==> config.mk <==
export PLATFORM = sky130hd
export DESIGN_NAME = vga_ball_renderer
export DESIGN_NICKNAME = d
export VERILOG_FILES = /design/src/rtl/vga_ball_renderer.sv
export SDC_FILE = /design/constraint.sdc
export NUM_CORES = 1
export LEC_CHECK = 0
export ABC_AREA = 1
export BUFFER_PORTS_ARGS = -buffer_cell sky130_fd_sc_hd__buf_2
export CAP_MARGIN = 20
export CORE_MARGIN = 2
export CORE_UTILIZATION = 55
export CTS_BUF_LIST = sky130_fd_sc_hd__clkbuf_8 sky130_fd_sc_hd__clkbuf_16
export CTS_CLUSTER_SIZE = 24
export DETAILED_ROUTE_END_ITERATION = 10
export GPL_ROUTABILITY_DRIVEN = 0
export PLACE_DENSITY = 0.88
export SETUP_SLACK_MARGIN = 0.4
export SYNTH_ARGS = -nofsm -noshare
export SYNTH_HDL_FRONTEND = slang
export SYNTH_SLANG_ARGS = --single-unit
==> constraint.sdc <==
create_clock -name clk -period 3.74 [get_ports clk]
set_input_delay 0.748 -clock clk [delete_from_list [all_inputs] [get_ports clk]]
set_output_delay 0.748 -clock clk [all_outputs]
set_load 0.05 [all_outputs]
==> src/rtl/vga_ball_renderer.sv <==
// vga_ball_renderer
// Pixel-colour stage that sits directly after hvsync_generator. It registers
// a 3-bit colour per pixel clock, giving one cycle of latency. It also owns a
// square ball that steps once per frame during vertical blanking and bounces
// off the edges of the active area.
//
// Ports:
//   clk           pixel clock, shared with hvsync_generator
//   reset         synchronous, active-high; has priority over everything
//   CounterX/Y    current raster position from hvsync_generator
//   inDisplayArea active-video flag from hvsync_generator
//   pause         level; while high, frame ticks are ignored and the ball stays put
//   pixel         registered colour to the VGA DAC pins
//   ball_x/ball_y current top-left corner of the ball
//   bounce_count  number of edge bounces, wraps from 255 to 0
//   update_done   one-cycle pulse after a per-frame position update
module vga_ball_renderer #(
  parameter int unsigned H_ACTIVE     = 640,
  parameter int unsigned V_ACTIVE     = 480,
  parameter int unsigned BALL_SIZE    = 16,
  parameter int unsigned SPEED        = 2,
  parameter int unsigned BORDER       = 4,
  parameter int unsigned INIT_X       = 312,
  parameter int unsigned INIT_Y       = 232,
  parameter logic [2:0]  BALL_COLOR   = 3'b100,
  parameter logic [2:0]  BORDER_COLOR = 3'b010,
  parameter logic [2:0]  BG_COLOR     = 3'b001
) (
  input  logic       clk,
  input  logic       reset,
  input  logic [9:0] CounterX,
  input  logic [9:0] CounterY,
  input  logic       inDisplayArea,
  input  logic       pause,
  output logic [2:0] pixel,
  output logic [9:0] ball_x,
  output logic [9:0] ball_y,
  output logic [7:0] bounce_count,
  output logic       update_done
);

  localparam logic [10:0] XMAX      = 11'(H_ACTIVE - BALL_SIZE);
  localparam logic [10:0] YMAX      = 11'(V_ACTIVE - BALL_SIZE);
  localparam logic [10:0] STEP      = 11'(SPEED);
  localparam logic [10:0] SIZE      = 11'(BALL_SIZE);
  localparam logic [10:0] BRD_LO    = 11'(BORDER);
  localparam logic [10:0] BRD_HI_X  = 11'(H_ACTIVE - BORDER);
  localparam logic [10:0] BRD_HI_Y  = 11'(V_ACTIVE - BORDER);
  localparam logic [9:0]  TICK_LINE = 10'(V_ACTIVE);

  typedef enum logic [1:0] {StWaitFrame, StUpdateX, StUpdateY} state_t;

  state_t      r_state, w_state_d;
  logic [9:0]  r_ball_x, w_ball_x_d;
  logic [9:0]  r_ball_y, w_ball_y_d;
  logic        r_dx_pos, w_dx_pos_d;  // 1: moving right
  logic        r_dy_pos, w_dy_pos_d;  // 1: moving down
  logic [7:0]  r_bounce, w_bounce_d;
  logic        r_done, w_done_d;
  logic [2:0]  r_pixel, w_pixel_d;

  // Widened copies so that ball edge + size never wraps.
  logic [10:0] w_cx, w_cy, w_bx, w_by;
  logic        w_frame_tick, w_in_ball, w_in_border;

  assign w_cx = {1'b0, CounterX};
  assign w_cy = {1'b0, CounterY};
  assign w_bx = {1'b0, r_ball_x};
  assign w_by = {1'b0, r_ball_y};

  // First pixel of vertical blanking: moving the ball here avoids tearing.
  assign w_frame_tick = (CounterX == 10'd0) && (CounterY == TICK_LINE);

  assign w_in_ball = (w_cx >= w_bx) && (w_cx < w_bx + SIZE) &&
                     (w_cy >= w_by) && (w_cy < w_by + SIZE);

  assign w_in_border = (w_cx < BRD_LO) || (w_cx >= BRD_HI_X) ||
                       (w_cy < BRD_LO) || (w_cy >= BRD_HI_Y);

  always_comb begin
    w_pixel_d = BG_COLOR;
    if (!inDisplayArea) begin
      w_pixel_d = 3'b000;
    end else if (w_in_ball) begin
      w_pixel_d = BALL_COLOR;
    end else if (w_in_border) begin
      w_pixel_d = BORDER_COLOR;
    end
  end

  always_comb begin
    w_state_d  = r_state;
    w_ball_x_d = r_ball_x;
    w_ball_y_d = r_ball_y;
    w_dx_pos_d = r_dx_pos;
    w_dy_pos_d = r_dy_pos;
    w_bounce_d = r_bounce;
    w_done_d   = 1'b0;
    unique case (r_state)
      StWaitFrame: begin
        if (w_frame_tick && !pause) begin
          w_state_d = StUpdateX;
        end
      end
      StUpdateX: begin
        if (r_dx_pos) begin
          if (w_bx + STEP >= XMAX) begin
            w_ball_x_d = XMAX[9:0];
            w_dx_pos_d = 1'b0;
            w_bounce_d = r_bounce + 8'd1;
          end else begin
            w_ball_x_d = r_ball_x + STEP[9:0];
          end
        end else begin
          if (w_bx <= STEP) begin
            w_ball_x_d = 10'd0;
            w_dx_pos_d = 1'b1;
            w_bounce_d = r_bounce + 8'd1;
          end else begin
            w_ball_x_d = r_ball_x - STEP[9:0];
          end
        end
        w_state_d = StUpdateY;
      end
      StUpdateY: begin
        if (r_dy_pos) begin
          if (w_by + STEP >= YMAX) begin
            w_ball_y_d = YMAX[9:0];
            w_dy_pos_d = 1'b0;
            w_bounce_d = r_bounce + 8'd1;
          end else begin
            w_ball_y_d = r_ball_y + STEP[9:0];
          end
        end else begin
          if (w_by <= STEP) begin
            w_ball_y_d = 10'd0;
            w_dy_pos_d = 1'b1;
            w_bounce_d = r_bounce + 8'd1;
          end else begin
            w_ball_y_d = r_ball_y - STEP[9:0];
          end
        end
        w_done_d  = 1'b1;
        w_state_d = StWaitFrame;
      end
      default: begin
        w_state_d = StWaitFrame;
      end
    endcase
  end

  always_ff @(posedge clk) begin
    if (reset) begin
      r_state  <= StWaitFrame;
      r_ball_x <= 10'(INIT_X);
      r_ball_y <= 10'(INIT_Y);
      r_dx_pos <= 1'b1;
      r_dy_pos <= 1'b1;
      r_bounce <= 8'd0;
      r_done   <= 1'b0;
      r_pixel  <= 3'b000;
    end else begin
      r_state  <= w_state_d;
      r_ball_x <= w_ball_x_d;
      r_ball_y <= w_ball_y_d;
      r_dx_pos <= w_dx_pos_d;
      r_dy_pos <= w_dy_pos_d;
      r_bounce <= w_bounce_d;
      r_done   <= w_done_d;
      r_pixel  <= w_pixel_d;
    end
  end

  assign pixel        = r_pixel;
  assign ball_x       = r_ball_x;
  assign ball_y       = r_ball_y;
  assign bounce_count = r_bounce;
  assign update_done  = r_done;

endmodule
==> run metrics, run 1 <==
status=complete, no violations; worst skew pair latency=about 290 ps; Port Buffers=between 50 and 60; WP data arrival=2590 ps; Nets=590; worst hold endpoint=bounce_count[7]; fmax=approximately 0.42 GHz; number of remaining DRC errors=0; Sink Count=34; Hold WS=around 500 ps; reg2reg setup slack=between 1000 and 1500 ps; WL per Instance=around 14 µm; worst clock skew=around 2.0 ps; Crit. End Element=register; initial antenna violation count=0; critical path class=reg -> reg; GRT busiest layer=met2; crit path launch type=register; Tightest Hold Check Type=reg -> reg; Via density=between 5 and 6; Ant. Diodes=0; Post-synth EDFFs=0; met2 Usage GRT=42.9%; synthesis-stage register bit count=34; commonest non-fill, non-tap cell in the layout=nand2_1; Avg Cell Area, Syn=between 6 and 7 µm²; GR Util met3=4.11%; vias in the first global route=~3100; clock root buffer=clkbuf_8; Syn. warnings=0; FILL cells=between 500 and 600; Starting DRT DRC Count=247; overflow left after global routing=0; Slew headroom=about two thirds; Area Growth Syn to Fin=11.4%; TritonCTS Buffers=5; worst flop-to-flop path endpoint=pixel[0]; top-area cell type share of the netlist area=approximately 21%; setup bufs post-CTS=0; Ports=56; crit-path max FO=8; Synth area leader=dfxtp_1; core area=roughly 0.0059 mm²; met1 GRT Util=between 30% and 40%; MaxCap Viol Count=0; Synth area leaders=dfxtp_1, ha_1, nand2_1; Die W=between 80 and 90 µm; pwr/cell area=a little over 200 mW/mm²; Slew @ Worst Pin=a little over 500 ps; post-synthesis cell count=roughly 470; initial core utilization=a little under three fifths; Worst Path Required=between 3000 and 4000 ps; CTS tree=done; Yosys cell types=43; final wirelength=around 8400 µm; WHS Path Cells=2; Vias=3433; Die ar.=about 0.0066 mm²; dominant synthesized flop cell=dfxtp_1; hold path startpoint=bounce_count[7]; post-DP HPWL=~6500 µm; Clock transition at path regs=roughly 70 ps; final setup fails=0; buffer levels on the longest clock path=2; Final Cycle Share=64.3%; Seq/Total Area, Yosys=20.7%; DRT antenna net count=0; drt first pass iters=5; most frequent cells in the layout=nand2_1, buf_2, ha_1, nor2_1, a21oi_1; cts hold-fix bufs=0; pin count of the biggest net entering global routing=24; Leak Pwr=between 1.5 and 2 nW; gr usage total=26.0%; Peak VDD IR=between 0.1 and 0.15 mV; crit path time final=about 2400 ps; post_cts resized=0; Reg2Reg Launch Point=ball_y[5]; fraction of layout cells with a size suffix above 1=between 10% and 20%; RSZ-0062 raised after global routing=false; setup_tns=0 ps; final hold vios=0; mapped cell area=between 0.003 and 0.004 mm²; FF-to-FF path depth=12; row count=28; die height=81.3 µm; ys async rst share=0%; H-tree depth=2; wire length of the first global-routing pass=around 14000 µm; Slew Viols, Final=0
state kept, by name, summed over array words and instances, names as in the netlist:
name,count
ball_x,9
r_dx_pos,1
r_dy_pos,1
pixel,3
update_done,1
bounce_count,8
ball_y,9
r_state,2
critical path, stage by stage (launching register included):
cell	delay, ps
dfxtp_1	550
inv_1	240
ha_1	330
inv_1	50
ha_1	290
nand2_1	60
nor2_1	40
a211oi_1	200
nor2_1	70
nor3_1	210
nand3_1	130
nand2_1	100
nor2_1	50
layer usage:
layer / vias to the layer above / wire length [µm]
met5: - / 0
met4: 0 / 226
met3: 25 / 446
met2: 116 / 3850
met1: 1578 / 3870
li1: 1714 / -
metrics by stage:
| step | utilization [%] | instance area (µm²) | std cells | setup WS (ps) | total power [mW] |
|---|---|---|---|---|---|
| 3_3_place_gp | 60.9 | 3560 | 590 | 1480 | 0.451 |
| 5_1_grt | 62.5 | 3660 | 598 | 1090 | 0.778 |
| 3_5_place_dp | 60.9 | 3560 | 590 | 1390 | 0.455 |
| 6_report | 62.5 | 3660 | 598 | 1340 | 0.742 |
| 4_1_cts | 62.5 | 3660 | 598 | 1390 | 0.749 |
| 2_1_floorplan | - | 3290 | 475 | 1330 | 0.423 |
cells by family (layout without fill, tap and decap cells):
kind of cell | count (synthesis) | after routing | synth area share (%)
buffers and inverters | 61 | 109 | 8.04
DFF | 34 | 34 | 20.7
AOI/OAI and AO/OA | 89 | 89 | 16.1
adders and majority gates | 44 | 44 | 16.8
xor gates and xnor gates | 27 | 27 | 7.20
other | 1 | 2 | 0.114
and+or+nand+nor | 218 | 218 | 31.0
final cells by class:
class / instances / area [µm²] / area share, %
clock buffers: 6 / 82.6 / 2.26
clock inverters: 2 / 12.5 / 0.342
flip-flops and latches: 34 / 681 / 18.6
well taps: 75 / 93.8 / 2.56
repair buffers: 53 / 265 / 7.25
inverters: 48 / 180 / 4.92
multi-input cells: 380 / 2340 / 64.1
power by group:
part           leakage (nW)  internal [mW]  switching (mW)
clock                0.0472          0.148           0.147
combinational          1.33         0.0308          0.0533
sequential            0.274          0.363        0.000229
total                  1.65          0.542           0.201
synthesized netlist by cell type, types with 6 or more instances:
cell type	number
xnor2_1	9
nand2_2	6
ha_1	44
o21ai_0	19
xor2_1	18
nand3_1	39
inv_1	39
inv_2	6
nor3_1	6
nand2_1	90
nor2_2	6
dfxtp_1	34
a21oi_1	40
nor2_1	43
nand4_1	10
nor4_1	7
o211ai_1	7
buf_4	7
how the worst max path moves through the flow:
stage,startpoint,endpoint,slack (ps)
after floorplan,ball_x[5],pixel[0],1330
after global placement,ball_y[4],pixel[0],1480
after detailed placement,ball_y[4],pixel[0],1390
after CTS,ball_y[4],pixel[0],1390
after global routing,ball_y[4],pixel[1],1090
final,ball_y[5],pixel[0],1340
Power figures use the tool's default switching activity.
==> run 2: changes to the inputs <==
clock period = 2.3 ns   (was 3.74 ns; I/O delays follow)
==> run metrics, run 2 (synthesis gave the netlist of run 1 again) <==
crit path launch type=register; MaxCap Viol Count=0; buffer levels on the longest clock path=2; wire length of the first global-routing pass=15900 µm; WP data arrival=~2500 ps; final setup fails=0; Clock transition at path regs=~80 ps; Nets=620; crit-path max FO=6; reg2reg setup slack=between 30 and 40 ps; crit path buf inv count=2; Tightest Hold Check Type=in -> reg; Sink Count=34; post-route setup slack=32.3 ps; hold path startpoint=inDisplayArea; Design Power=approximately 1.3 mW; FF-to-FF path depth=13; worst skew pair latency=a little under 300 ps; Crit. End Element=register; Leak Pwr=~1.8 nW; cts hold-fix bufs=0; Place WS=around 140 ps; placed cells=~600; CTS tree=done; Area Growth Syn to Fin=26.0%; cell mode on critical path=nor2_1; Non-Filler Instances=~630; Worst Path Required=~2500 ps; setup_tns=0 ps; crit path time final=~2300 ps; row count=28; worst clock skew=5.14 ps; Peak VDD IR=around 0.33 mV; Via density=6.24; origin of the worst setup path=ball_x[4]; RSZ-0062 raised after global routing=true; crit-path max cell delay=400 ps; critical-path cell list=clkinvlp_4 -> ha_1 -> inv_1 -> ha_1 -> nand2_1 -> o21a_1 -> nor2_2 -> nor2_1 -> o31ai_1 -> nor2_1 -> nand3_1 -> nand2_1 -> nor2_1; clock root buffer=clkbuf_8; status=complete, no violations; Final Cycle Share=between 90% and 100%; commonest non-fill, non-tap cell in the layout=nand2_1; core area=between 0.005 and 0.006 mm²; final wirelength=roughly 11000 µm; pin count of the biggest net entering global routing=23; Die ar.=0.00661 mm²; fraction of layout cells with a size suffix above 1=between 30% and 40%; Reg2Reg Launch Point=ball_x[4]; Slew Viols, Final=0; DRT antenna net count=0; most frequent cells in the layout=nand2_1, buf_2, a21oi_1, ha_1, nor2_1; fmax=approximately 0.44 GHz; placed cell area=roughly 0.0037 mm²; critical path class=reg -> reg; die height=about 81 µm; Starting DRT DRC Count=roughly 390; Hold WS=429 ps; H-tree depth=2; slowest stage cell on the critical path=dfxtp_4; drt first pass iters=5; Die W=81.3 µm; fin area=just over 0.004 mm²; final hold vios=0; Ant. Diodes=0; Port Buffers=53; post-DP HPWL=~6900 µm; vias in the first global route=3523; worst flop-to-flop path endpoint=pixel[0]; gr usage total=a little over 30%; worst hold endpoint=pixel[2]; WHS Path Cells=3; initial antenna violation count=0; initial core utilization=56.1%; WL per Instance=roughly 17 µm; pwr/cell area=320 mW/mm²; Vias=roughly 4000; TritonCTS Buffers=5; Final Util=70.7%; top cell family by delay on the critical path=simple AND/OR/NAND/NOR gates; overflow left after global routing=0; Ports=56; number of remaining DRC errors=0
## run 2: changes by cell type in the layout (fill, tap and decap cells not counted), sizes merged
cell | previous run | this run
inv | 45 | 43
clkbuf | 6 | 7
buf | 53 | 83
clkinvlp | 1 | 2
## run 2: how the worst max path moves through the flow
stage	end	slack, ps	cells after the start
after global placement	pixel[0]	240	13
after CTS	pixel[0]	220	15
after global routing	pixel[0]	-70	13
after floorplan	pixel[0]	260	16
final	pixel[0]	30	13
after detailed placement	pixel[0]	140	15
## run 2: final cells by class
type | count | area, µm²
clock buffers | 7 | 119
flip-flops and latches | 34 | 732
fillers | 428 | 1710
clock inverters | 1 | 8.76
well taps | 75 | 93.8
repair buffers | 83 | 498
multi-input cells | 380 | 2490
inverters | 48 | 195
## run 2: tightest hold or removal path: cells and delay by family
kind | cells | cell delay (ps)
buffers and inverters | 1 | 100
AND/OR/NAND/NOR | 2 | 120
## run 2: repair_timing
| item | 4_1_cts | 5_1_grt |
|---|---|---|
| setup buffers | 19 | 7 |
| endpoints found under the setup margin | 12 | 22 |
| endpoints found under the hold margin | 0 | 0 |
| pin swaps | 11 | 13 |
| gates resized for setup | 29 | 16 |
## run 2: metal layers
layer | vias to the layer above | routed length [µm] | global-route usage (%) | share of wire (%)
met5 | - | 0 | 0 | 0
met2 | 307 | 5040 | 51.5 | 46
met3 | 80 | 1070 | 6.22 | 9.8
met4 | 0 | 635 | 16.3 | 5.8
li1 | 1773 | - | - | -
met1 | 1757 | 4170 | 36.7 | 38
## run 2: report_power, final
part / total [mW] / switching, mW / internal [mW] / leakage [nW]
Clock: 0.597 / 0.250 / 0.347 / 0.0647
Sequential: 0.576 / 0.000454 / 0.576 / 0.279
Combinational: 0.153 / 0.0989 / 0.0538 / 1.47
==> run 3: changes to the inputs <==
clock period = 2.1 ns   (was 2.3 ns; I/O delays follow)
==> run metrics, run 3 (synthesis gave the netlist of run 1 again) <==
Port Buffers=between 50 and 60; WL per Instance=17.4 µm; row count=28; Vias=3971; Leak Pwr=about 1.9 nW; WP data arrival=between 2000 and 2500 ps; Area Growth Syn to Fin=29.2%; Final Cycle Share=101%; Die ar.=about 0.0066 mm²; sequential cell area=about 740 µm²; overflow left after global routing=0; Ports=56; commonest non-fill, non-tap cell in the layout=nand2_1; CTS tree=done; placed cells=approximately 600; initial antenna violation count=0; crit-path max FO=7; number of remaining DRC errors=0; gr usage total=between 20% and 30%; Clock transition at path regs=70 ps; Via density=6.31; critical path class=reg -> reg; multi-input combinational cell area=0.00261 mm²; placed cell area=roughly 0.0037 mm²; Die W=81.3 µm; worst clock skew=between 10 and 15 ps; most frequent cells in the layout=nand2_1, buf_2, a21oi_1, ha_1; Worst Path Required=between 2000 and 2500 ps; hold path startpoint=CounterX[0]; Sink Count=34; fraction of layout cells with a size suffix above 1=between 30% and 40%; FILL cells=between 300 and 400; RSZ-0062 raised after global routing=true; H-tree depth=2; initial core utilization=a little under three fifths; Reg2Reg Launch Point=ball_x[5]; Nets=~620; post-DP HPWL=approximately 7000 µm; core area=0.00585 mm²; Tightest Hold Check Type=in -> reg; crit path launch type=register; Starting DRT DRC Count=431; DRT antenna net count=0; Ant. Diodes=0; Peak VDD IR=~0.30 mV; final wirelength=around 11000 µm; buffer levels on the longest clock path=2; pwr/cell area=approximately 300 mW/mm²; final hold vios=0; MaxCap Viol Count=0; final setup fails=2; wire length of the first global-routing pass=approximately 15000 µm; vias in the first global route=roughly 3400; worst skew pair latency=around 300 ps; status=finished with violations; Place WS=-110 ps; die height=about 80 µm; post-route setup slack=-15.5 ps; pin count of the biggest net entering global routing=23; TritonCTS Buffers=5; Non-Filler Instances=about 630; Crit. End Element=register; crit path time final=approximately 2100 ps; clock root buffer=clkbuf_8; failing checks=setup timing; fin area=0.00424 mm²; drt first pass iters=7; origin of the worst setup path=ball_x[5]; Slew Viols, Final=0; fmax=roughly 0.47 GHz; cts hold-fix bufs=0
-- run 3: cell types whose count changed in the layout (fill, tap and decap cells not counted), moves of 3 or more --
cell     change
nand2_2      +3
dfxtp_4      +4
o21ai_2      +3
dfxtp_2      -3
nand2_1      -5
ha_4         +3
-- run 3: path summary, 6_finish.rpt --
kind / endpoint / slack, ps / cells after the start
setup / recovery: bounce_count[4] / -20 / 14
hold / removal: r_state[0] / 390 / 4
setup reg to reg: bounce_count[4] / -20 / 14
hold reg to reg: bounce_count[1] / 500 / 2
-- run 3: stage by stage --
| stage | power (mW) | hold slack [ps] | utilization, % | TNS (ps) |
|---|---|---|---|---|
| after global placement | 0.787 | 476 | 63.8 | 0 |
| after CTS | 1.26 | 396 | 68.5 | 0 |
| final | 1.27 | 390 | 72.5 | -23.2 |
| after global routing | 1.31 | 419 | 72.5 | -847 |
| after detailed placement | 0.792 | 487 | 63.8 | -249 |
| after floorplan | 0.734 | 458 | - | 0 |
-- run 3: where the power goes --
group          leakage (nW)  switching [mW]  total (mW)  internal, mW
clock network        0.0467           0.262       0.487         0.225
registers             0.281        0.000440       0.626         0.625
logic                  1.53           0.102       0.160        0.0583
-- run 3: cell type report --
type                            instances  area share (%)
Multi-Input combinational cell        380            61.4
Sequential cell                        34            17.5
Timing Repair Buffer                   84            12.3
Inverter                               48            4.60
Tap cell                               75            2.21
Clock buffer                            5            1.62
Clock inverter                          3           0.354
-- run 3: critical path: stages, from the launching register on --
cell and delay [ps]:
dfxtp_4 390, buf_4 170, ha_1 180, nand2_1 80, nor2_2 100, nand2_1 110, nand3_1 140, nor2_2 60
nand2_2 90, nand2_4 90, a21oi_4 190, buf_4 150, nand2_4 70, nand2_1 70, a21oi_1 70
-- run 3: metal layers --
layer / up-vias / share of wire (%) / GRT usage, %
met5: - / 0 / 0
met4: 0 / 5.3 / 11.9
met3: 86 / 10 / 4.11
met2: 316 / 46 / 50.7
met1: 1792 / 38 / 37.3
li1: 1777 / - / -
-- run 3: repair_timing --
action,4_1_cts,5_1_grt
setup buffers,14,9
pin swaps,16,14
endpoints found under the setup margin,20,30
resized for setup,22,44
